### src/rtl/cpu6502_pkg.sv
// Shared 6502 definitions: processor-status bit positions, the flag
// register layout and its reset value, and a helper that lays the flags
// out in push order.
package cpu6502_pkg;

    localparam int unsigned C_BIT = 0;
    localparam int unsigned Z_BIT = 1;
    localparam int unsigned I_BIT = 2;
    localparam int unsigned D_BIT = 3;
    localparam int unsigned B_BIT = 4;
    localparam int unsigned U_BIT = 5;
    localparam int unsigned V_BIT = 6;
    localparam int unsigned N_BIT = 7;

    // Only the six real flags are stored; B and U exist only on the bus image.
    typedef struct packed {
        logic n;
        logic v;
        logic d;
        logic i;
        logic z;
        logic c;
    } flags_t;

    // Interrupts masked, everything else clear.
    localparam flags_t FLAGS_RESET = '{n: 1'b0, v: 1'b0, d: 1'b0, i: 1'b1, z: 1'b0, c: 1'b0};

    // Builds the byte pushed onto the stack: {N,V,1,B,D,I,Z,C}.
    function automatic logic [7:0] pack_p(input flags_t f, input logic b);
        logic [7:0] p;
        p        = '0;
        p[C_BIT] = f.c;
        p[Z_BIT] = f.z;
        p[I_BIT] = f.i;
        p[D_BIT] = f.d;
        p[B_BIT] = b;
        p[U_BIT] = 1'b1;
        p[V_BIT] = f.v;
        p[N_BIT] = f.n;
        return p;
    endfunction

endpackage

### src/rtl/status_register_if.sv
// Datapath/control bundle between the CPU core and the status register:
// data bus, opcode bit, ALU results, per-flag load strobes, SO pin, B
// value, and the flag outputs.
interface status_register_if;

    logic [7:0] i_db;
    logic       i_ir5;
    logic       i_acr;
    logic       i_avr;
    logic       i_db0_c;
    logic       i_ir5_c;
    logic       i_acr_c;
    logic       i_db1_z;
    logic       i_dbz_z;
    logic       i_db2_i;
    logic       i_ir5_i;
    logic       i_db3_d;
    logic       i_ir5_d;
    logic       i_db6_v;
    logic       i_avr_v;
    logic       i_0_v;
    logic       i_db7_n;
    logic       i_so_n;
    logic       i_b;
    logic [7:0] o_p;
    logic       o_c;
    logic       o_z;
    logic       o_i;
    logic       o_d;
    logic       o_v;
    logic       o_n;

    // Core side: drives strobes and operands, reads the flags.
    modport master (
        output i_db, i_ir5, i_acr, i_avr,
        output i_db0_c, i_ir5_c, i_acr_c, i_db1_z, i_dbz_z,
        output i_db2_i, i_ir5_i, i_db3_d, i_ir5_d,
        output i_db6_v, i_avr_v, i_0_v, i_db7_n, i_so_n, i_b,
        input  o_p, o_c, o_z, o_i, o_d, o_v, o_n
    );

    // Status register side.
    modport slave (
        input  i_db, i_ir5, i_acr, i_avr,
        input  i_db0_c, i_ir5_c, i_acr_c, i_db1_z, i_dbz_z,
        input  i_db2_i, i_ir5_i, i_db3_d, i_ir5_d,
        input  i_db6_v, i_avr_v, i_0_v, i_db7_n, i_so_n, i_b,
        output o_p, o_c, o_z, o_i, o_d, o_v, o_n
    );

endinterface

### src/rtl/so_edge_detect.sv
// Set-overflow pin conditioning: two-flop synchronizer, previous-value flop
// and falling-edge detect. A fall is only reported once the synchronized
// pin has been seen high after reset, so releasing reset with the pin
// already low never produces a spurious edge.
module so_edge_detect (
    input  logic i_clk,
    input  logic i_reset_n,
    input  logic i_so_n,
    output logic o_edge
);

    logic sync1_q;
    logic sync2_q;
    logic prev_q;
    logic valid1_q;
    logic valid2_q;
    logic armed_q;

    // Synchronize the pin, remember its last value, and arm on a real high.
    // NOTE: non-blocking assignments make every flop sample the pre-edge value,
    //       which is what turns these three flops into a pipeline.
    always_ff @(posedge i_clk or negedge i_reset_n) begin
        if (!i_reset_n) begin
            sync1_q  <= 1'b1;
            sync2_q  <= 1'b1;
            prev_q   <= 1'b1;
            valid1_q <= 1'b0;
            valid2_q <= 1'b0;
            armed_q  <= 1'b0;
        end else begin
            sync1_q  <= i_so_n;
            sync2_q  <= sync1_q;
            prev_q   <= sync2_q;
            // valid2_q marks that sync2_q now carries a real pin sample
            // rather than the idle value forced by reset.
            valid1_q <= 1'b1;
            valid2_q <= valid1_q;
            armed_q  <= armed_q | (valid2_q & sync2_q);
        end
    end

    assign o_edge = armed_q & prev_q & ~sync2_q;

endmodule

### src/rtl/status_register.sv
// 6502 processor status register. Each flag reloads from its highest
// priority active strobe and otherwise holds; a synchronized falling edge
// on SO sets V and wins over every other V source.
module status_register
    import cpu6502_pkg::*;
(
    input logic              i_clk,
    input logic              i_reset_n,
    status_register_if.slave bus
);

    flags_t flags_q;
    flags_t flags_d;
    logic   so_edge;

    so_edge_detect u_so_edge_detect (
        .i_clk     (i_clk),
        .i_reset_n (i_reset_n),
        .i_so_n    (bus.i_so_n),
        .o_edge    (so_edge)
    );

    // Per-flag priority select among the load strobes.
    // NOTE: flags_d starts as a copy of flags_q so every path assigns it and
    //       no latch is inferred; an idle flag simply holds.
    always_comb begin
        flags_d = flags_q;

        if (bus.i_acr_c)      flags_d.c = bus.i_acr;
        else if (bus.i_db0_c) flags_d.c = bus.i_db[0];
        else if (bus.i_ir5_c) flags_d.c = bus.i_ir5;

        if (bus.i_dbz_z)      flags_d.z = (bus.i_db == 8'h00);
        else if (bus.i_db1_z) flags_d.z = bus.i_db[1];

        if (bus.i_db2_i)      flags_d.i = bus.i_db[2];
        else if (bus.i_ir5_i) flags_d.i = bus.i_ir5;

        if (bus.i_db3_d)      flags_d.d = bus.i_db[3];
        else if (bus.i_ir5_d) flags_d.d = bus.i_ir5;

        if (so_edge)          flags_d.v = 1'b1;
        else if (bus.i_avr_v) flags_d.v = bus.i_avr;
        else if (bus.i_db6_v) flags_d.v = bus.i_db[6];
        else if (bus.i_0_v)   flags_d.v = 1'b0;

        if (bus.i_db7_n)      flags_d.n = bus.i_db[7];
    end

    // Flag flops; reset leaves interrupts masked.
    always_ff @(posedge i_clk or negedge i_reset_n) begin
        if (!i_reset_n) flags_q <= FLAGS_RESET;
        else            flags_q <= flags_d;
    end

    assign bus.o_p = pack_p(flags_q, bus.i_b);
    assign bus.o_c = flags_q.c;
    assign bus.o_z = flags_q.z;
    assign bus.o_i = flags_q.i;
    assign bus.o_d = flags_q.d;
    assign bus.o_v = flags_q.v;
    assign bus.o_n = flags_q.n;

endmodule

### src/flat_wrapper.sv
// flat-port wrapper written by rule: the top's interface ports become plain ports
module status_register_flat import cpu6502_pkg::*;
  (i_clk, i_reset_n, bus_i_db, bus_i_ir5, bus_i_acr, bus_i_avr, bus_i_db0_c, bus_i_ir5_c, bus_i_acr_c, bus_i_db1_z, bus_i_dbz_z, bus_i_db2_i, bus_i_ir5_i, bus_i_db3_d, bus_i_ir5_d, bus_i_db6_v, bus_i_avr_v, bus_i_0_v, bus_i_db7_n, bus_i_so_n, bus_i_b, bus_o_p, bus_o_c, bus_o_z, bus_o_i, bus_o_d, bus_o_v, bus_o_n);
  status_register_if bus_i ();
  input logic i_clk;
  input logic i_reset_n;
  input wire logic [$bits(bus_i.i_db)-1:0] bus_i_db;
  input wire logic [$bits(bus_i.i_ir5)-1:0] bus_i_ir5;
  input wire logic [$bits(bus_i.i_acr)-1:0] bus_i_acr;
  input wire logic [$bits(bus_i.i_avr)-1:0] bus_i_avr;
  input wire logic [$bits(bus_i.i_db0_c)-1:0] bus_i_db0_c;
  input wire logic [$bits(bus_i.i_ir5_c)-1:0] bus_i_ir5_c;
  input wire logic [$bits(bus_i.i_acr_c)-1:0] bus_i_acr_c;
  input wire logic [$bits(bus_i.i_db1_z)-1:0] bus_i_db1_z;
  input wire logic [$bits(bus_i.i_dbz_z)-1:0] bus_i_dbz_z;
  input wire logic [$bits(bus_i.i_db2_i)-1:0] bus_i_db2_i;
  input wire logic [$bits(bus_i.i_ir5_i)-1:0] bus_i_ir5_i;
  input wire logic [$bits(bus_i.i_db3_d)-1:0] bus_i_db3_d;
  input wire logic [$bits(bus_i.i_ir5_d)-1:0] bus_i_ir5_d;
  input wire logic [$bits(bus_i.i_db6_v)-1:0] bus_i_db6_v;
  input wire logic [$bits(bus_i.i_avr_v)-1:0] bus_i_avr_v;
  input wire logic [$bits(bus_i.i_0_v)-1:0] bus_i_0_v;
  input wire logic [$bits(bus_i.i_db7_n)-1:0] bus_i_db7_n;
  input wire logic [$bits(bus_i.i_so_n)-1:0] bus_i_so_n;
  input wire logic [$bits(bus_i.i_b)-1:0] bus_i_b;
  output wire logic [$bits(bus_i.o_p)-1:0] bus_o_p;
  output wire logic [$bits(bus_i.o_c)-1:0] bus_o_c;
  output wire logic [$bits(bus_i.o_z)-1:0] bus_o_z;
  output wire logic [$bits(bus_i.o_i)-1:0] bus_o_i;
  output wire logic [$bits(bus_i.o_d)-1:0] bus_o_d;
  output wire logic [$bits(bus_i.o_v)-1:0] bus_o_v;
  output wire logic [$bits(bus_i.o_n)-1:0] bus_o_n;
  assign bus_i.i_db = bus_i_db;
  assign bus_i.i_ir5 = bus_i_ir5;
  assign bus_i.i_acr = bus_i_acr;
  assign bus_i.i_avr = bus_i_avr;
  assign bus_i.i_db0_c = bus_i_db0_c;
  assign bus_i.i_ir5_c = bus_i_ir5_c;
  assign bus_i.i_acr_c = bus_i_acr_c;
  assign bus_i.i_db1_z = bus_i_db1_z;
  assign bus_i.i_dbz_z = bus_i_dbz_z;
  assign bus_i.i_db2_i = bus_i_db2_i;
  assign bus_i.i_ir5_i = bus_i_ir5_i;
  assign bus_i.i_db3_d = bus_i_db3_d;
  assign bus_i.i_ir5_d = bus_i_ir5_d;
  assign bus_i.i_db6_v = bus_i_db6_v;
  assign bus_i.i_avr_v = bus_i_avr_v;
  assign bus_i.i_0_v = bus_i_0_v;
  assign bus_i.i_db7_n = bus_i_db7_n;
  assign bus_i.i_so_n = bus_i_so_n;
  assign bus_i.i_b = bus_i_b;
  assign bus_o_p = bus_i.o_p;
  assign bus_o_c = bus_i.o_c;
  assign bus_o_z = bus_i.o_z;
  assign bus_o_i = bus_i.o_i;
  assign bus_o_d = bus_i.o_d;
  assign bus_o_v = bus_i.o_v;
  assign bus_o_n = bus_i.o_n;
  status_register u_core (.i_clk(i_clk), .i_reset_n(i_reset_n), .bus(bus_i));
endmodule
### config.mk
export PLATFORM = sky130hd
export DESIGN_NAME = status_register_flat
export DESIGN_NICKNAME = d
export VERILOG_FILES = /design/src/rtl/cpu6502_pkg.sv /design/src/rtl/status_register_if.sv /design/src/rtl/so_edge_detect.sv /design/src/rtl/status_register.sv /design/src/flat_wrapper.sv
export SDC_FILE = /design/constraint.sdc
export NUM_CORES = 1
export LEC_CHECK = 0
export ABC_AREA = 1
export CAP_MARGIN = 5
export CORE_MARGIN = 3
export CORE_UTILIZATION = 32
export CTS_BUF_LIST = sky130_fd_sc_hd__clkbuf_4 sky130_fd_sc_hd__clkbuf_8 sky130_fd_sc_hd__clkbuf_16
export DETAILED_ROUTE_END_ITERATION = 10
export GPL_ROUTABILITY_DRIVEN = 0
export GPL_TIMING_DRIVEN = 0
export HOLD_SLACK_MARGIN = 0.08
export PLACE_DENSITY = 0.82
export SLEW_MARGIN = 10
export SYNTH_ARGS = -nofsm -noshare
export SYNTH_HDL_FRONTEND = slang
export SYNTH_SLANG_ARGS = --single-unit
### constraint.sdc
create_clock -name i_clk -period 1.3 [get_ports i_clk]
set_clock_uncertainty 0.15 [all_clocks]
set_input_delay 0.26 -clock i_clk [delete_from_list [all_inputs] [get_ports i_clk]]
set_output_delay 0.26 -clock i_clk [all_outputs]
set_load 0.005 [all_outputs]
Word level (Yosys, flattened, before mapping). Index checks and enable logic that the tools add are counted. W data, S select, Z words.

Register bits: 12. Bits of input ports: 28. Output and inout bits: 14. Word-level logic and storage cells: 36.

Mux-type cells: 13. Bitwise operators: 5. Reductions and logical operators: 6.

Operators with widths (count): $mux W1 (13); $logic_not A8 Y1 (1); $reduce_bool A2 Y1 (3); $reduce_bool A4 Y1 (1); $and A1 B1 Y1 (3); $reduce_bool A3 Y1 (1); $not A1 Y1 (1); $or A1 B1 Y1 (1).

Depth between registers and ports, before layout. Gate-level depths: netlist of run 1.

Depth in word-level cells: 4. Gate-level depth with buffers: 4. Depth with buffers taken out: 4.

Cells and area by module. From an unflattened synthesis of run 1, not the netlist that was laid out.

Cells, all modules: 70. Area total of the unflattened synthesis: 575.6 um2.

Modules (own cells, without submodules): status_register (instances 1, cells each 58, area an instance 396.6 um2, seq. area each 151.4 um2); so_edge_detect (instances 1, cells each 12, area an instance 178.9 um2, seq. area each 153.9 um2).

Worst setup path after synthesis of run 1. Ideal clock, no wire load.

Path kind: reg-to-output. Start: register u_core.flags_q, in the netlist u_core.bus.o_i. End: output port bus_o_p[2]. Data arrival time: 0.624 ns. Required time: 0.890 ns. Path slack: 0.266 ns. Stages on the path, launching flop included: 2. Buffers on the path: 1. Path through: dfstp_2 -> buf_4.

RTL lines: from (decl) (line status_register.sv:12) `flags_t flags_q;`; from (signal assigned) (line status_register.sv:53) `else flags_q <= flags_d;`; to (decl) (line flat_wrapper.sv:26) `output wire logic [$bits(bus_i.o_p)-1:0] bus_o_p;`.

No word-level cell between the ends.

Worst setup path in the final report of run 1.
Start: register u_core.flags_q, in the netlist u_core.bus.o_i. End: output port bus_o_p[2].

No word-level cell between the ends.

==> flow_metrics.env, run 1 <==
export IMPL_status="finished with violations"
export IMPL_violations="negative setup slack"
export IMPL_firstDrtPassIters=4
export IMPL_hold_violations=0
export IMPL_power_leakage_nw=0.4712
export IMPL_crit_top_cell="buf_6"
export IMPL_crit_path_start_kind="flip-flop"
export IMPL_drcViolationCount=0
export IMPL_crit_type="flip-flop to output pin"
export IMPL_dieHeight_um=47.95
export IMPL_numCtsBuffers=3
export IMPL_cts_sinks=12
export IMPL_synth_ff_type="dfrtp_1"
export IMPL_max_freq_mhz=712.5
export IMPL_ys_ff_latch=12
export IMPL_clk_pin_slew_ns=0.07
export IMPL_io_pins=42
export IMPL_drv_cap=0
export IMPL_nets=135
export IMPL_tightestPinTransition_ns=0.5098
export IMPL_p_seq_share_pct=47.4
export IMPL_fillers=139
export IMPL_ant_nets=0
export IMPL_dieWidth_um=47.95
export IMPL_crit_fanout=2
export IMPL_dp_cells=121
export IMPL_syn_area_per_cell_sq_um=8.662
export IMPL_critPathRequiredTime_ns=0.89
export IMPL_wl_um=1227
export IMPL_rsz0062_at_grt="yes"
export IMPL_vias=537
export IMPL_wl_per_cell_um=10.06
export IMPL_grt_pass1_vias=502
export IMPL_fp_row_count=14
export IMPL_finalCritPeriodShare_pct=108.0
export IMPL_yosys_area_top_type="dfrtp_1"
export IMPL_core_area_sq_mm=0.001577
export IMPL_viasPerCell=4.402
export IMPL_track_usage_pct=12.13
export IMPL_cp_cell_sequence="buf_6 > buf_6"
export IMPL_relSlewSlack_pct=65.91
export IMPL_portBuffers=39
export IMPL_intPower_mw=0.6937
export IMPL_final_setup_tns_ns=-0.1353
export IMPL_synth_top_area_share_pct=35.56
export IMPL_clkPwrFrac_pct=28.2
export IMPL_synthArstFlopShare_pct=100.0
export IMPL_cts_root_buf="clkbuf_4"
export IMPL_syn_area_sq_um=563.0
export IMPL_ys_warn_count=0
export IMPL_slew_viol_final=0
export IMPL_cts_buffer_depth=2
export IMPL_drtIter0Drc=2
export IMPL_initial_core_util_pct=35.71
export IMPL_power_density_mw_per_mm2=920.0
export IMPL_crit_path_max_incr_delay_ns=0.55
export IMPL_clk_latency_ns=0.27
export IMPL_critPathCaptureType="output pin"
export IMPL_post_dp_hpwl_um=1032
export IMPL_regArea_sq_um=305.3
export IMPL_die_area_sq_mm=0.002299
export IMPL_setup_violations=2
export IMPL_overflow=0
export IMPL_worst_slack_ns=-0.1036
export IMPL_drive_gt1_share_pct=24.53
export IMPL_synth_most_common_cell="nand2_1"
export IMPL_instances_no_fill=122
export IMPL_synth_edf_count=0
export IMPL_ir_worst_vdd_uv=601.4
export IMPL_grt_max_degree=13
export IMPL_yosysSeqAreaShare_pct=54.22
export IMPL_arrival_ns=0.99
export IMPL_slowest_stage="dfstp_2"
export IMPL_antenna_found_initial=0
export IMPL_cts_tree="done"
export IMPL_finalPower_mw=0.8921
export IMPL_sw_frac_of_total_pct=22.23
export IMPL_hp_class="input pin to asynchronous set/reset pin"
export IMPL_switchingPower_mw=0.1983
export IMPL_multiInputGateArea_sq_um=171.4
export IMPL_syn2layout_area_growth_pct=72.22
export IMPL_grt_pass1_wl_um=1925
export IMPL_yosys_cell_types_count=15
export IMPL_synth_area_top_cells="dfrtp_1 (36%), dfstp_2 (19%), buf_4 (11%)"
export IMPL_diodes=0
export IMPL_syn_instance_count=65
export IMPL_synth_common_cells="nand2_1 (13), nor2_1 (11), buf_4 (8), dfrtp_1 (8), inv_1 (8)"
export IMPL_htree_levels=1
export IMPL_finalCriticalPeriod_ns=1.404
export IMPL_combPwrFrac_pct=24.5
==> logic make-up (layout without fill, tap and decap cells) <==
kind of cell	Yosys count	in the layout	synth area share [%]
and+or+nand+nor	28	28	20.00
other	1	2	0.6660
AOI/OAI and AO/OA	7	7	7.110
muxes	1	1	2.000
buffers and inverters	16	56	16.00
DFF	12	12	54.22
==> placed cells by master, fill, tap and decap left out, drive strengths merged <==
cell type and n:
dfstp 4, nand3 3, nand2 13, inv 8, a21oi 3, mux2 1
o21ai 2, clkbuf 5, conb 2, a21o 1, nand3b 1, nor2 11
clkdlybuf4s50 27, dfrtp 8, o21bai 1, buf 16
==> worst paths after layout <==
| path | start | slack, ns | depth (start not counted) | endpoint |
|---|---|---|---|---|
| hold / removal | i_reset_n | 0.18 | 1 | u_core.u_so_edge_detect.armed_q |
| setup reg to reg | u_core.bus.o_i | 0.14 | 6 | u_core.bus.o_i |
| max in group asynchronous | i_reset_n | 0.45 | 1 | u_core.u_so_edge_detect.prev_q |
| hold reg to reg | u_core.u_so_edge_detect.valid1_q | 0.20 | 0 | u_core.u_so_edge_detect.valid2_q |
| min in group i_clk | u_core.u_so_edge_detect.valid1_q | 0.20 | 0 | u_core.u_so_edge_detect.valid2_q |
| setup / recovery | u_core.bus.o_i | -0.10 | 2 | bus_o_p[2] |
==> final cells by class <==
cell class / count / share of cell area (%)
buffer: 3 / 2.710
multi-input combinational: 38 / 17.68
timing repair buffer: 41 / 39.87
clock buffer: 4 / 3.097
inverter: 8 / 3.097
tap: 16 / 2.065
sequential: 12 / 31.48
==> power by group through the flow <==
stage,sequential [mW],clock [mW],combinational [mW]
6_report,0.422,0.251,0.218
2_1_floorplan,0.426,0,0.0702
3_3_place_gp,0.426,0,0.236
5_1_grt,0.427,0.289,0.240
4_1_cts,0.423,0.261,0.243
3_5_place_dp,0.427,0,0.241
==> stage by stage <==
| step | worst slack (ns) | utilization [%] | hold WS (ns) | instance area, sq um |
|---|---|---|---|---|
| 6_report | -0.1036 | 61.51 | 0.1794 | 969.7 |
| 5_1_grt | -0.1451 | 61.51 | 0.2062 | 969.7 |
| 4_1_cts | -0.1111 | 64.21 | 0.1928 | 1012 |
| 3_5_place_dp | -0.2371 | 61.98 | 0.1972 | 977.2 |
| 3_3_place_gp | -0.2176 | 61.98 | 0.1867 | 977.2 |
| 2_1_floorplan | 0.2655 | - | -0.1856 | 566.8 |
==> critical path: cells and delay by family, from the launching register on <==
| family | cells | cell delay (ns) |
|---|---|---|
| buffers and inverters | 2 | 0.18 |
| flip-flops | 1 | 0.55 |
==> sequential cells by signal, indices dropped and copies added (netlist names) <==
name and flops:
u_core.u_so_edge_detect.prev_q 1, u_core.bus.o_n 1, u_core.u_so_edge_detect.sync2_q 1, u_core.bus.o_d 1
u_core.bus.o_v 1, u_core.bus.o_z 1, u_core.u_so_edge_detect.valid2_q 1, u_core.bus.o_i 1
u_core.u_so_edge_detect.sync1_q 1, u_core.bus.o_c 1, u_core.u_so_edge_detect.armed_q 1, u_core.u_so_edge_detect.valid1_q 1
==> per-layer routing <==
layer	wire, um	global-route usage, %	vias to the layer above	part of all wire (%)
met5	0	0	-	0
met4	0	1.613	0	0
met3	178	5.263	0	15
met2	577	21.64	35	47
met1	471	13.66	228	38
li1	-	-	274	-
==> repair_timing <==
| action | CTS | global route |
|---|---|---|
| resized for setup | 58 | 1 |
| setup endpoints to repair | 12 | 8 |
| hold buffers | 0 | 0 |
| buffers inserted | 1 | 1 |
Power figures use the tool's default switching activity.
==> run 2, diff against run 1 <==
--- a/config.mk
+++ b/config.mk
@@ -10,4 +10,5 @@
 export CORE_MARGIN = 3
-export CORE_UTILIZATION = 32
+export CORE_UTILIZATION = 29
 export CTS_BUF_LIST = sky130_fd_sc_hd__clkbuf_4 sky130_fd_sc_hd__clkbuf_8 sky130_fd_sc_hd__clkbuf_16
+export CTS_CLUSTER_SIZE = 10
 export DETAILED_ROUTE_END_ITERATION = 10
@@ -16,3 +17,3 @@
 export HOLD_SLACK_MARGIN = 0.08
-export PLACE_DENSITY = 0.82
+export PLACE_DENSITY = 0.79
 export SLEW_MARGIN = 10
==> constraint.sdc (replaced) <==
create_clock -name i_clk -period 1.1 [get_ports i_clk]
set_clock_uncertainty 0.15 [all_clocks]
set_input_delay 0.165 -clock i_clk [delete_from_list [all_inputs] [get_ports i_clk]]
set_output_delay 0.165 -clock i_clk [all_outputs]
set_load 0.005 [all_outputs]
==> run 2 against run 1 <==
  * The run still ends with negative setup slack left
  * Register-to-register slack worse by 0.06 ns
  * Cell area up 6.5%
  * Worst setup slack worse by 0.10 ns
  * Final cell count up 11%
  * Core utilization down 3.6 points
  * Sequential share of layout area down 1.9 points
  * Clock power up 35%
  * Critical endpoint unchanged
  * Largest cell class unchanged
  * Sequential cell count unchanged
  * First-iteration DRC count rose to 3.0 times the previous value
  * Total power up 26%
  * Wire length up 19%
  * Via count up 3.7%
==> flow_metrics.env, run 2 (synthesized netlist as in run 1, its figures left out) <==
export IMPL_status="finished with violations"
export IMPL_violations="negative setup slack"
export IMPL_cp_cell_sequence="buf_6 > buf_6"
export IMPL_track_usage_pct=12.69
export IMPL_tightestPinTransition_ns=0.5637
export IMPL_core_area_sq_mm=0.001783
export IMPL_hp_class="input pin to asynchronous set/reset pin"
export IMPL_critPathCaptureType="output pin"
export IMPL_crit_fanout=3
export IMPL_power_leakage_nw=0.4982
export IMPL_critPathRequiredTime_ns=0.78
export IMPL_vias=557
export IMPL_wl_um=1460
export IMPL_worst_slack_ns=-0.2064
export IMPL_slowest_stage="dfstp_2"
export IMPL_multiInputGateArea_sq_um=171.4
export IMPL_numCtsBuffers=3
export IMPL_crit_type="flip-flop to output pin"
export IMPL_grt_pass1_wl_um=2442
export IMPL_post_dp_hpwl_um=1168
export IMPL_dp_slack_ns=-0.3139
export IMPL_crit_path_start_kind="flip-flop"
export IMPL_cts_sinks=12
export IMPL_rrSetupSlack_ns=0.08
export IMPL_cts_tree="done"
export IMPL_final_setup_tns_ns=-0.9644
export IMPL_hold_violations=0
export IMPL_grt_pass1_vias=573
export IMPL_clk_pin_slew_ns=0.07
export IMPL_io_pins=42
export IMPL_drv_cap=0
export IMPL_crit_path_max_incr_delay_ns=0.55
export IMPL_dieWidth_um=50.06
export IMPL_rsz0062_at_grt="yes"
export IMPL_cts_buffer_depth=2
export IMPL_firstDrtPassIters=3
export IMPL_htree_levels=1
export IMPL_drcViolationCount=0
export IMPL_finalCriticalPeriod_ns=1.306
export IMPL_syn2layout_area_growth_pct=83.33
export IMPL_overflow=0
export IMPL_die_area_sq_mm=0.002506
export IMPL_cts_root_buf="clkbuf_4"
export IMPL_fp_row_count=15
export IMPL_antenna_found_initial=0
export IMPL_relSlewSlack_pct=62.30
export IMPL_initial_core_util_pct=31.58
export IMPL_nets=139
export IMPL_slew_viol_final=0
export IMPL_arrival_ns=0.99
export IMPL_final_common_cell="clkdlybuf4s50_1"
export IMPL_ctsHoldBuffers=0
export IMPL_reg2reg_to="u_core.bus.o_i"
export IMPL_drtIter0Drc=6
export IMPL_fillers=156
export IMPL_dieHeight_um=50.06
export IMPL_max_freq_mhz=765.5
export IMPL_setup_violations=12
export IMPL_wl_per_cell_um=10.81
export IMPL_drive_gt1_share_pct=27.27
export IMPL_reg2regPathDepth=4
export IMPL_portBuffers=39
export IMPL_regArea_sq_um=305.3
export IMPL_diodes=0
export IMPL_crit_top_cell="buf_6"
export IMPL_finalCritPeriodShare_pct=118.8
export IMPL_power_density_mw_per_mm2=1091
export IMPL_layout_common_cells="clkdlybuf4s50_1 (27), nand2_1 (13), buf_6 (12)"
export IMPL_ant_nets=0
export IMPL_reg2reg_from="u_core.bus.o_i"
export IMPL_ir_worst_vdd_uv=1146
export IMPL_grt_max_degree=13
export IMPL_viasPerCell=4.126
export IMPL_final_core_util_pct=57.89
export IMPL_clk_latency_ns=0.26
[run 2: worst max path at each step]
stage / from / endpoint / cells past startpoint / slack, ns
finish: u_core.bus.o_i / bus_o_p[2] / 2 / -0.21
global route: u_core.bus.o_i / bus_o_p[2] / 2 / -0.25
CTS: u_core.bus.o_i / bus_o_p[2] / 2 / -0.21
detailed placement: u_core.bus.o_i / bus_o_p[2] / 2 / -0.31
global placement: u_core.bus.o_i / bus_o_p[2] / 2 / -0.32
floorplan: u_core.u_so_edge_detect.sync2_q / u_core.bus.o_v / 2 / 0.16
[run 2: power by group]
| group | total, mW | switching [mW] | internal, mW |
|---|---|---|---|
| clock network | 0.338 | 0.137 | 0.201 |
| registers | 0.498 | 0.0207 | 0.478 |
| logic | 0.290 | 0.0895 | 0.201 |
[run 2: worst max-delay path: cells and delay by family (launching register included)]
family / cells / cell delay, ns
buffers and inverters: 2 / 0.18
flip-flops: 1 / 0.55
[run 2: stage by stage]
step	hold slack [ns]	std cells	power [mW]	area, sq um
floorplan	-0.2806	66	0.5868	566.8
global placement	0.1814	130	0.7815	988.4
detailed placement	0.1862	130	0.7912	988.4
CTS	0.1114	135	1.153	1032
global route	0.1215	135	1.205	1032
finish	0.1110	135	1.127	1032
[run 2: cell type report]
class | instances | share of cell area [%]
Timing Repair Buffer | 40 | 36.36
Sequential cell | 12 | 29.58
Multi-Input combinational cell | 38 | 16.61
Buffer | 8 | 8.000
Clock buffer | 4 | 3.515
Tap cell | 25 | 3.030
Inverter | 8 | 2.909
[run 2: timing repair]
action / CTS / global route
pin swaps: 0 / 2
gates resized for setup: 60 / 0
endpoints found under the setup margin: 12 / 13
setup buffers: 1 / 0
[run 2: layer usage]
layer | global-route usage, % | vias to the layer above | part of all wire (%)
li1 | - | 282 | -
met1 | 12.92 | 245 | 40
met2 | 22.17 | 28 | 46
met3 | 8.157 | 2 | 13
met5 | 0 | - | 0
met4 | 1.382 | 0 | 0.55
